$ cat config.mk
export PLATFORM = sky130hd
export DESIGN_NAME = bus_cycle_sequencer
export DESIGN_NICKNAME = d
export VERILOG_FILES = /design/src/rtl/bus_cycle_sequencer.sv
export SDC_FILE = /design/constraint.sdc
export NUM_CORES = 1
export LEC_CHECK = 0
export ABC_CLOCK_PERIOD_IN_PS = 1850
export CAP_MARGIN = 40
export CELL_PAD_IN_SITES_DETAIL_PLACEMENT = 0
export CELL_PAD_IN_SITES_GLOBAL_PLACEMENT = 1
export CORE_AREA = 2 2 63 124
export CTS_BUF_LIST = sky130_fd_sc_hd__clkbuf_4 sky130_fd_sc_hd__clkbuf_8
export CTS_CLUSTER_SIZE = 24
export DETAILED_ROUTE_END_ITERATION = 8
export DIE_AREA = 0 0 65 126
export GPL_TIMING_DRIVEN = 0
export PLACE_DENSITY_LB_ADDON = 0.25
export SLEW_MARGIN = 10
export SYNTH_ARGS = -nofsm -noshare
export SYNTH_HDL_FRONTEND = slang
export SYNTH_SLANG_ARGS = --single-unit
$ cat constraint.sdc
create_clock -name clk -period 1.85 [get_ports clk]
set_clock_uncertainty 0.15 [all_clocks]
set_input_delay 0.37 -clock clk [delete_from_list [all_inputs] [get_ports clk]]
set_output_delay 0.37 -clock clk [all_outputs]
set_load 0.01 [all_outputs]
$ cat src/rtl/bus_cycle_sequencer.sv
// External bus cycle sequencer: setup / strobe / wait-stretch / hold timing for
// CPU bus cycles, plus hand-over of the pins to an external DMA master.
module bus_cycle_sequencer #(
    parameter int SETUP_CYCLES  = 1,
    parameter int STROBE_CYCLES = 2,
    parameter int WAIT_TIMEOUT  = 255
) (
    input  logic        clk,
    input  logic        arst,
    input  logic        cpu_req,
    input  logic        cpu_wr,
    input  logic        cpu_mem_io,
    input  logic [21:0] cpu_addr,
    input  logic [7:0]  cpu_wdata,
    input  logic        cpu_halt,
    input  logic        dma_req,
    input  logic        pin_wait,
    input  logic [7:0]  data_bus_in,
    output logic [21:0] address_bus,
    output logic        mem_io,
    output logic        rd_n,
    output logic        wr_n,
    output logic [7:0]  data_bus_out,
    output logic        data_oe,
    output logic        addr_oe,
    output logic        dma_ack,
    output logic [7:0]  rdata,
    output logic        cpu_done,
    output logic        bus_err
);
    localparam int SETUP_W  = (SETUP_CYCLES  > 1) ? $clog2(SETUP_CYCLES)  : 1;
    localparam int STROBE_W = (STROBE_CYCLES > 1) ? $clog2(STROBE_CYCLES) : 1;
    // Phase counters run 0..N-1, so the last value marks the final cycle of a phase.
    localparam logic [SETUP_W-1:0]  SETUP_LAST  = SETUP_W'(SETUP_CYCLES - 1);
    localparam logic [STROBE_W-1:0] STROBE_LAST = STROBE_W'(STROBE_CYCLES - 1);
    localparam logic [7:0]          WAIT_LAST   = 8'(WAIT_TIMEOUT);

    typedef enum logic [2:0] {
        ST_IDLE   = 3'd0,
        ST_SETUP  = 3'd1,
        ST_STROBE = 3'd2,
        ST_HOLD   = 3'd3,
        ST_DMA    = 3'd4
    } state_t;

    state_t              state_r;
    state_t              state_nx_s;
    logic [SETUP_W-1:0]  setup_cnt_r;
    logic [STROBE_W-1:0] strobe_cnt_r;
    logic [7:0]          wait_cnt_r;
    logic                wr_r;
    logic                accept_s;
    logic                leave_s;
    logic                timeout_s;

    logic [21:0] addr_nx_s;
    logic        mem_io_nx_s;
    logic [7:0]  dout_nx_s;
    logic        wr_nx_s;
    logic [7:0]  rdata_nx_s;
    logic        rd_n_nx_s;
    logic        wr_n_nx_s;
    logic        data_oe_nx_s;
    logic        addr_oe_nx_s;
    logic        dma_ack_nx_s;
    logic        done_nx_s;
    logic        err_nx_s;

    // State register.
    always_ff @(posedge clk) begin
        if (arst) begin
            state_r <= ST_IDLE;
        end else begin
            state_r <= state_nx_s;
        end
    end

    // Next-state decode; DMA wins over a simultaneous CPU request in IDLE only.
    always_comb begin
        state_nx_s = state_r;
        accept_s   = 1'b0;
        leave_s    = 1'b0;
        timeout_s  = 1'b0;
        case (state_r)
            ST_IDLE: begin
                if (dma_req) begin
                    state_nx_s = ST_DMA;
                end else if (cpu_req) begin
                    state_nx_s = ST_SETUP;
                    accept_s   = 1'b1;
                end else begin
                    state_nx_s = ST_IDLE;
                end
            end
            ST_SETUP: begin
                if (setup_cnt_r == SETUP_LAST) begin
                    state_nx_s = ST_STROBE;
                end else begin
                    state_nx_s = ST_SETUP;
                end
            end
            ST_STROBE: begin
                if (strobe_cnt_r != STROBE_LAST) begin
                    state_nx_s = ST_STROBE;
                end else if (!pin_wait) begin
                    state_nx_s = ST_HOLD;
                    leave_s    = 1'b1;
                end else if (wait_cnt_r == WAIT_LAST) begin
                    state_nx_s = ST_HOLD;
                    leave_s    = 1'b1;
                    timeout_s  = 1'b1;
                end else begin
                    state_nx_s = ST_STROBE;
                end
            end
            ST_HOLD: state_nx_s = ST_IDLE;
            ST_DMA: begin
                if (dma_req) begin
                    state_nx_s = ST_DMA;
                end else begin
                    state_nx_s = ST_IDLE;
                end
            end
            default: state_nx_s = ST_IDLE;
        endcase
    end

    // Saturating phase counters; each is held at zero outside its own phase.
    always_ff @(posedge clk) begin
        if (arst) begin
            setup_cnt_r  <= '0;
            strobe_cnt_r <= '0;
            wait_cnt_r   <= 8'd0;
        end else begin
            if (state_r != ST_SETUP) begin
                setup_cnt_r <= '0;
            end else if (setup_cnt_r != SETUP_LAST) begin
                setup_cnt_r <= setup_cnt_r + SETUP_W'(1);
            end else begin
                setup_cnt_r <= setup_cnt_r;
            end
            if (state_r != ST_STROBE) begin
                strobe_cnt_r <= '0;
                wait_cnt_r   <= 8'd0;
            end else if (strobe_cnt_r != STROBE_LAST) begin
                strobe_cnt_r <= strobe_cnt_r + STROBE_W'(1);
                wait_cnt_r   <= wait_cnt_r;
            end else if (pin_wait && (wait_cnt_r != WAIT_LAST)) begin
                strobe_cnt_r <= strobe_cnt_r;
                wait_cnt_r   <= wait_cnt_r + 8'd1;
            end else begin
                strobe_cnt_r <= strobe_cnt_r;
                wait_cnt_r   <= wait_cnt_r;
            end
        end
    end

    // Output decode from the upcoming state so every pin comes straight off a flop.
    always_comb begin
        rd_n_nx_s    = 1'b1;
        wr_n_nx_s    = 1'b1;
        data_oe_nx_s = 1'b0;
        addr_oe_nx_s = 1'b1;
        dma_ack_nx_s = 1'b0;
        done_nx_s    = 1'b0;
        err_nx_s     = 1'b0;
        if (accept_s) begin
            addr_nx_s   = cpu_addr;
            mem_io_nx_s = cpu_mem_io;
            dout_nx_s   = cpu_wdata;
            wr_nx_s     = cpu_wr;
        end else begin
            addr_nx_s   = address_bus;
            mem_io_nx_s = mem_io;
            dout_nx_s   = data_bus_out;
            wr_nx_s     = wr_r;
        end
        if (leave_s && !wr_r) begin
            rdata_nx_s = timeout_s ? 8'hFF : data_bus_in;
        end else begin
            rdata_nx_s = rdata;
        end
        case (state_nx_s)
            ST_IDLE:  addr_oe_nx_s = ~cpu_halt;
            ST_SETUP: data_oe_nx_s = wr_nx_s;
            ST_STROBE: begin
                data_oe_nx_s = wr_nx_s;
                rd_n_nx_s    = wr_nx_s;
                wr_n_nx_s    = ~wr_nx_s;
            end
            ST_HOLD: begin
                data_oe_nx_s = wr_nx_s;
                done_nx_s    = 1'b1;
                err_nx_s     = timeout_s;
            end
            ST_DMA: begin
                addr_oe_nx_s = 1'b0;
                dma_ack_nx_s = 1'b1;
            end
            default: addr_oe_nx_s = 1'b1;
        endcase
    end

    // Output and transaction latch registers.
    always_ff @(posedge clk) begin
        if (arst) begin
            address_bus  <= 22'd0;
            mem_io       <= 1'b1;
            data_bus_out <= 8'd0;
            wr_r         <= 1'b0;
            rdata        <= 8'd0;
            rd_n         <= 1'b1;
            wr_n         <= 1'b1;
            data_oe      <= 1'b0;
            addr_oe      <= 1'b1;
            dma_ack      <= 1'b0;
            cpu_done     <= 1'b0;
            bus_err      <= 1'b0;
        end else begin
            address_bus  <= addr_nx_s;
            mem_io       <= mem_io_nx_s;
            data_bus_out <= dout_nx_s;
            wr_r         <= wr_nx_s;
            rdata        <= rdata_nx_s;
            rd_n         <= rd_n_nx_s;
            wr_n         <= wr_n_nx_s;
            data_oe      <= data_oe_nx_s;
            addr_oe      <= addr_oe_nx_s;
            dma_ack      <= dma_ack_nx_s;
            cpu_done     <= done_nx_s;
            bus_err      <= err_nx_s;
        end
    end
endmodule

# ---- Yosys cells after proc, flatten, opt, wreduce, memory -nomap -nowiden
# Index checks and enable logic that the tools add are counted.
dict set report word_totals {
  regBits 60
  inputBits 46
  out_inout_bits 46
  word_cells 72
}
dict set report classes {
  n_addsub 3
  eq_ne 11
  n_mux 24
  n_bitwise 6
  n_reduce_logical 12
}
# cell count
set ops {}
lappend ops {{$mux W1} 18}
lappend ops {{$pmux W3 S4} 1}
lappend ops {{$eq A3 B2 Y1 const B} 3}
lappend ops {{$add A8 B1 Y8 const B} 1}
lappend ops {{$eq A8 B8 Y1 const B} 1}
lappend ops {{$mux W8} 1}
lappend ops {{$ne A8 B8 Y1 const B} 1}
lappend ops {{$reduce_or A2 Y1} 4}
lappend ops {{$eq A3 B1 Y1 const B} 2}
lappend ops {{$eq A3 B3 Y1 const B} 2}
lappend ops {{$logic_not A3 Y1} 2}
lappend ops {{$mux W3} 2}
lappend ops {{$not A1 Y1} 6}
lappend ops {{$reduce_or A3 Y1} 2}
lappend ops {{$ne A3 B1 Y1 const B} 1}
lappend ops {{$ne A3 B2 Y1 const B} 1}
lappend ops {{$add A1 B1 Y1 const B} 2}
lappend ops {{$logic_and A1 B1 Y1} 2}
lappend ops {{$mux W2} 1}
lappend ops {{$pmux W1 S2} 1}
lappend ops {{$reduce_and A2 Y1} 1}
lappend ops {{$logic_not A1 Y1} 1}

# ---- Longest topological paths before layout
dict set report depth {
  ltp_word 9
  depth_mapped 7
  ltp_nobuf 5
}

# ---- Least setup slack after synthesis
# OpenSTA, ideal clock, no wires.
dict set report synth_timing {
  path_type {input port to flip-flop}
  start {input dma_req}
  end {register rd_n}
  setup_ns 0.129
  arrival_time_ns 1.312
  required_ns 1.571
  setup_slack_ns 0.258
  cell_stages 5
  n_path_buf 1
  path_cell_list {nor4_1 -> and2_1 -> buf_6 -> mux2i_1 -> nand2_1}
}
dict set report synth_via {
  elab_chain_cells 5
  word_cells_on_any_way 9
  classes_between {eq/ne: 1; mux: 6; bitwise: 1; reduce/logical: 1}
}
# item line_no
set synth_rtl {}
lappend synth_rtl {{start: declaration} 16} ;# input logic dma_req,
lappend synth_rtl {{$mux W3 (on tied branches)} {86, 118}}
lappend synth_rtl {{$pmux W3 S4} 84} ;# case (state_r)
lappend synth_rtl {{$eq A3 B2 Y1} 183} ;# case (state_nx_s)
lappend synth_rtl {{$not A1 Y1 (no line)} -}
lappend synth_rtl {{$reduce_or A2 Y1 (no line)} -}
lappend synth_rtl {{end signal: assignment} 225} ;# rd_n <= rd_n_nx_s;
lappend synth_rtl {{end: declaration} 21} ;# output logic rd_n,
# Parallel ways exist; a longest one is shown, timed or not.
# A chain may end at the register's enable or synchronous reset.

# ---- Worst setup path in the final report
dict set report layout_timing {
  start {register address_bus[19]}
  end {output address_bus[19]}
}
# item line_no
set layout_lines {}
lappend layout_lines {{start: declaration} 19} ;# output logic [21:0] address_bus,
lappend layout_lines {{start signal: assignment} 220} ;# address_bus <= addr_nx_s;
# No word-level cell between the ends.

==> run metrics <==
number of nets with antenna violations after routing=0; DR DRC count=0; Multi-input gate area=962 um2; Peak VDD IR=442 uV; routed len/inst=13.2 um; Clock Pin Slew Worst Setup and Hold Paths=60 ps; number of synthesized flops with an enable pin=0; Mapped Cells=247; Critical Path RT=1330 ps; total global routing track utilization=15.5%; synth warn=0; vias in the first global route=2012; width of the die=65 um; CTS sink count=60; crit-path cells=clkdlybuf4s50_1; Final min period=1760 ps; setup violators final=0; Net count, final=396; # IOs=92; CTS H-Tree Depth=3; Register Area=1200 um2; area grow syn2layout=55.7%; crit path max fanout=2; reg2reg start=wait_cnt_r[0]; Buf/Inv on CP=1; final WL=5870 um; TritonCTS Buffers=9; max-cap viol count=0; Synth area leaders=dfxtp_1 (53%), nand2_1 (11%), a21oi_1 (7.3%); CP max stage cell=clkdlybuf4s50_1; worst min path class=in2reg; Synth Area per Inst=9.10 um2; fraction of layout cells with a size suffix above 1=11.0%; clock latency on the worst-skew pair=350 ps; worst hold path stage count=2; Top delay family on crit path=buffers and inverters; Die Ht=126 um; Critical Path Sink Type=output pin; PnR Total Power=2.81 mW; CP Launch Type=flip-flop; Netlist cell types=37; Root Buffer=clkbuf_8; hold_ws=249 ps; Clock Path Buffers=2; CP arrival=1240 ps; final hold violation count=0; Power Dens Cells=804 nW/um2; fmax=0.567 GHz; CP peak stage delay=570 ps; final setup TNS=0 ps; R2R cell count=6; post-DP HPWL=4370 um; TritonCTS clock tree=built; sequential share of the synthesized area=53.5%; Fill cells=714; Main synth FF type=dfxtp_1; dominant cell type by area after synthesis=dfxtp_1; CORE AREA=7210 um2; via count=2037; initial antenna violation count=0; Port Buffer Count=90; first-pass GRT wire length=9510 um; reg2reg setup slack=110 ps; largest net degree at the start of global routing=11; LEAKAGE=1.25 nW; async set-or-reset flop fraction in the synthesized netlist=0%; Finished Core Util=48.5%; first-pass detailed-route iteration total=4; remaining global-route overflow=0; CP Class=reg2out; routability cong.=0.786; unrepaired setup endpoints after global routing=false; total die area=8190 um2; max-slew violation count=0; DRT iter0 DRCs=97; Final period util=95.3%; mapped cell area=2250 um2; Diodes inserted=0; capturing point of the worst reg2reg path=rdata[4]; row count=44; post-DR vias/cell=4.57; status=completed; hold endpoint=address_bus[10]; hold wc startpoint=arst; Synth Net Count=294; #FFs+latches synth=60; top-area cell type share of the netlist area=53.5%; Starting Density=31.2%
[Yosys cell counts, types with 3 or more instances]
cell type and number:
nand4_1 3, and3_1 5, clkbuf_1 8, inv_1 3
xnor2_1 6, a211oi_1 3, buf_6 4, o221a_1 8
dfxtp_1 60, nand2_1 68, nor2_1 12, a21oi_1 33
nor3_1 3
[worst register-to-register path, stage by stage (launching register included)]
cell	delay, ps
dfxtp_1	370
ha_2	230
nand3_2	150
o21ai_4	220
nor3b_4	240
buf_12	150
o221a_1	170
[per-layer routing]
layer | track usage, % | vias up | share of wire [%]
li1 | - | 1045 | -
met1 | 15.4 | 915 | 37
met2 | 27.0 | 61 | 54
met3 | 5.18 | 16 | 6.1
met4 | 9.51 | 0 | 3.6
met5 | 0 | - | 0
[final cells by class]
cell class | count | area share (%)
Tap cell | 92 | 3.29
Timing Repair Buffer | 91 | 26.3
Inverter | 3 | 0.322
Sequential cell | 60 | 34.3
Multi-Input combinational cell | 169 | 27.5
Buffer | 15 | 2.75
Clock buffer | 15 | 5.36
Clock inverter | 1 | 0.143
[state kept, by name (all words and copies together) (netlist names), 3 cells and up]
register      count
address_bus      22
data_bus_out      8
rdata             8
state_r           3
wait_cnt_r        8
[repair_timing]
action	CTS	global route
gates cloned	0	0
gates resized for setup	1	9
hold buffers	0	0
buffers inserted	1	0
setup endpoints to repair	10	42
pin swaps	0	0
[stage by stage]
stage,worst slack (ps),area (um2),instances
detailed placement,-378,3260,429
global placement,-376,3260,429
global route,12.1,3500,446
CTS,45.3,3480,446
finish,86.3,3500,446
floorplan,258,2250,247
[worst max path at each step]
stage | startpoint | to | slack, ps | cells after the start
after global routing | wait_cnt_r[0] | rdata[6] | 10 | 6
after floorplan | dma_req | rd_n | 260 | 5
after global placement | dma_req | rd_n | -380 | 6
after detailed placement | dma_req | rd_n | -380 | 6
final | address_bus[19] | address_bus[19] | 90 | 1
after CTS | dma_req | rd_n | 50 | 6
[power breakdown]
part / internal [mW] / switching (mW)
sequential: 1.33 / 0.0227
clock: 0.639 / 0.491
combinational: 0.193 / 0.133
[cell usage in the layout, fill, tap and decap left out, drive strengths merged, types with 2 or more instances in the layout]
cell and n:
clkdlybuf4s50 90, nand2 68, dfxtp 60, a21oi 33, clkbuf 23, nor2 13, o221a 8, buf 8
xnor2 6, and3 5, nand3 4, inv 3, nand4 3, a211oi 3, nor3 3, o21ai 3
nor3b 3, or3 2, nor4 2, mux2i 2
[cells by family after synthesis]
kind of cell | synth area share, %
other | 0.167
muxes | 0.891
AOI/OAI and AO/OA | 15.1
buffers and inverters | 4.62
adders and majority gates | 0.557
and+or+nand+nor | 22.5
xor gates and xnor gates | 2.73
DFF | 53.5
Note: power is estimated with default switching activity, not from simulation.
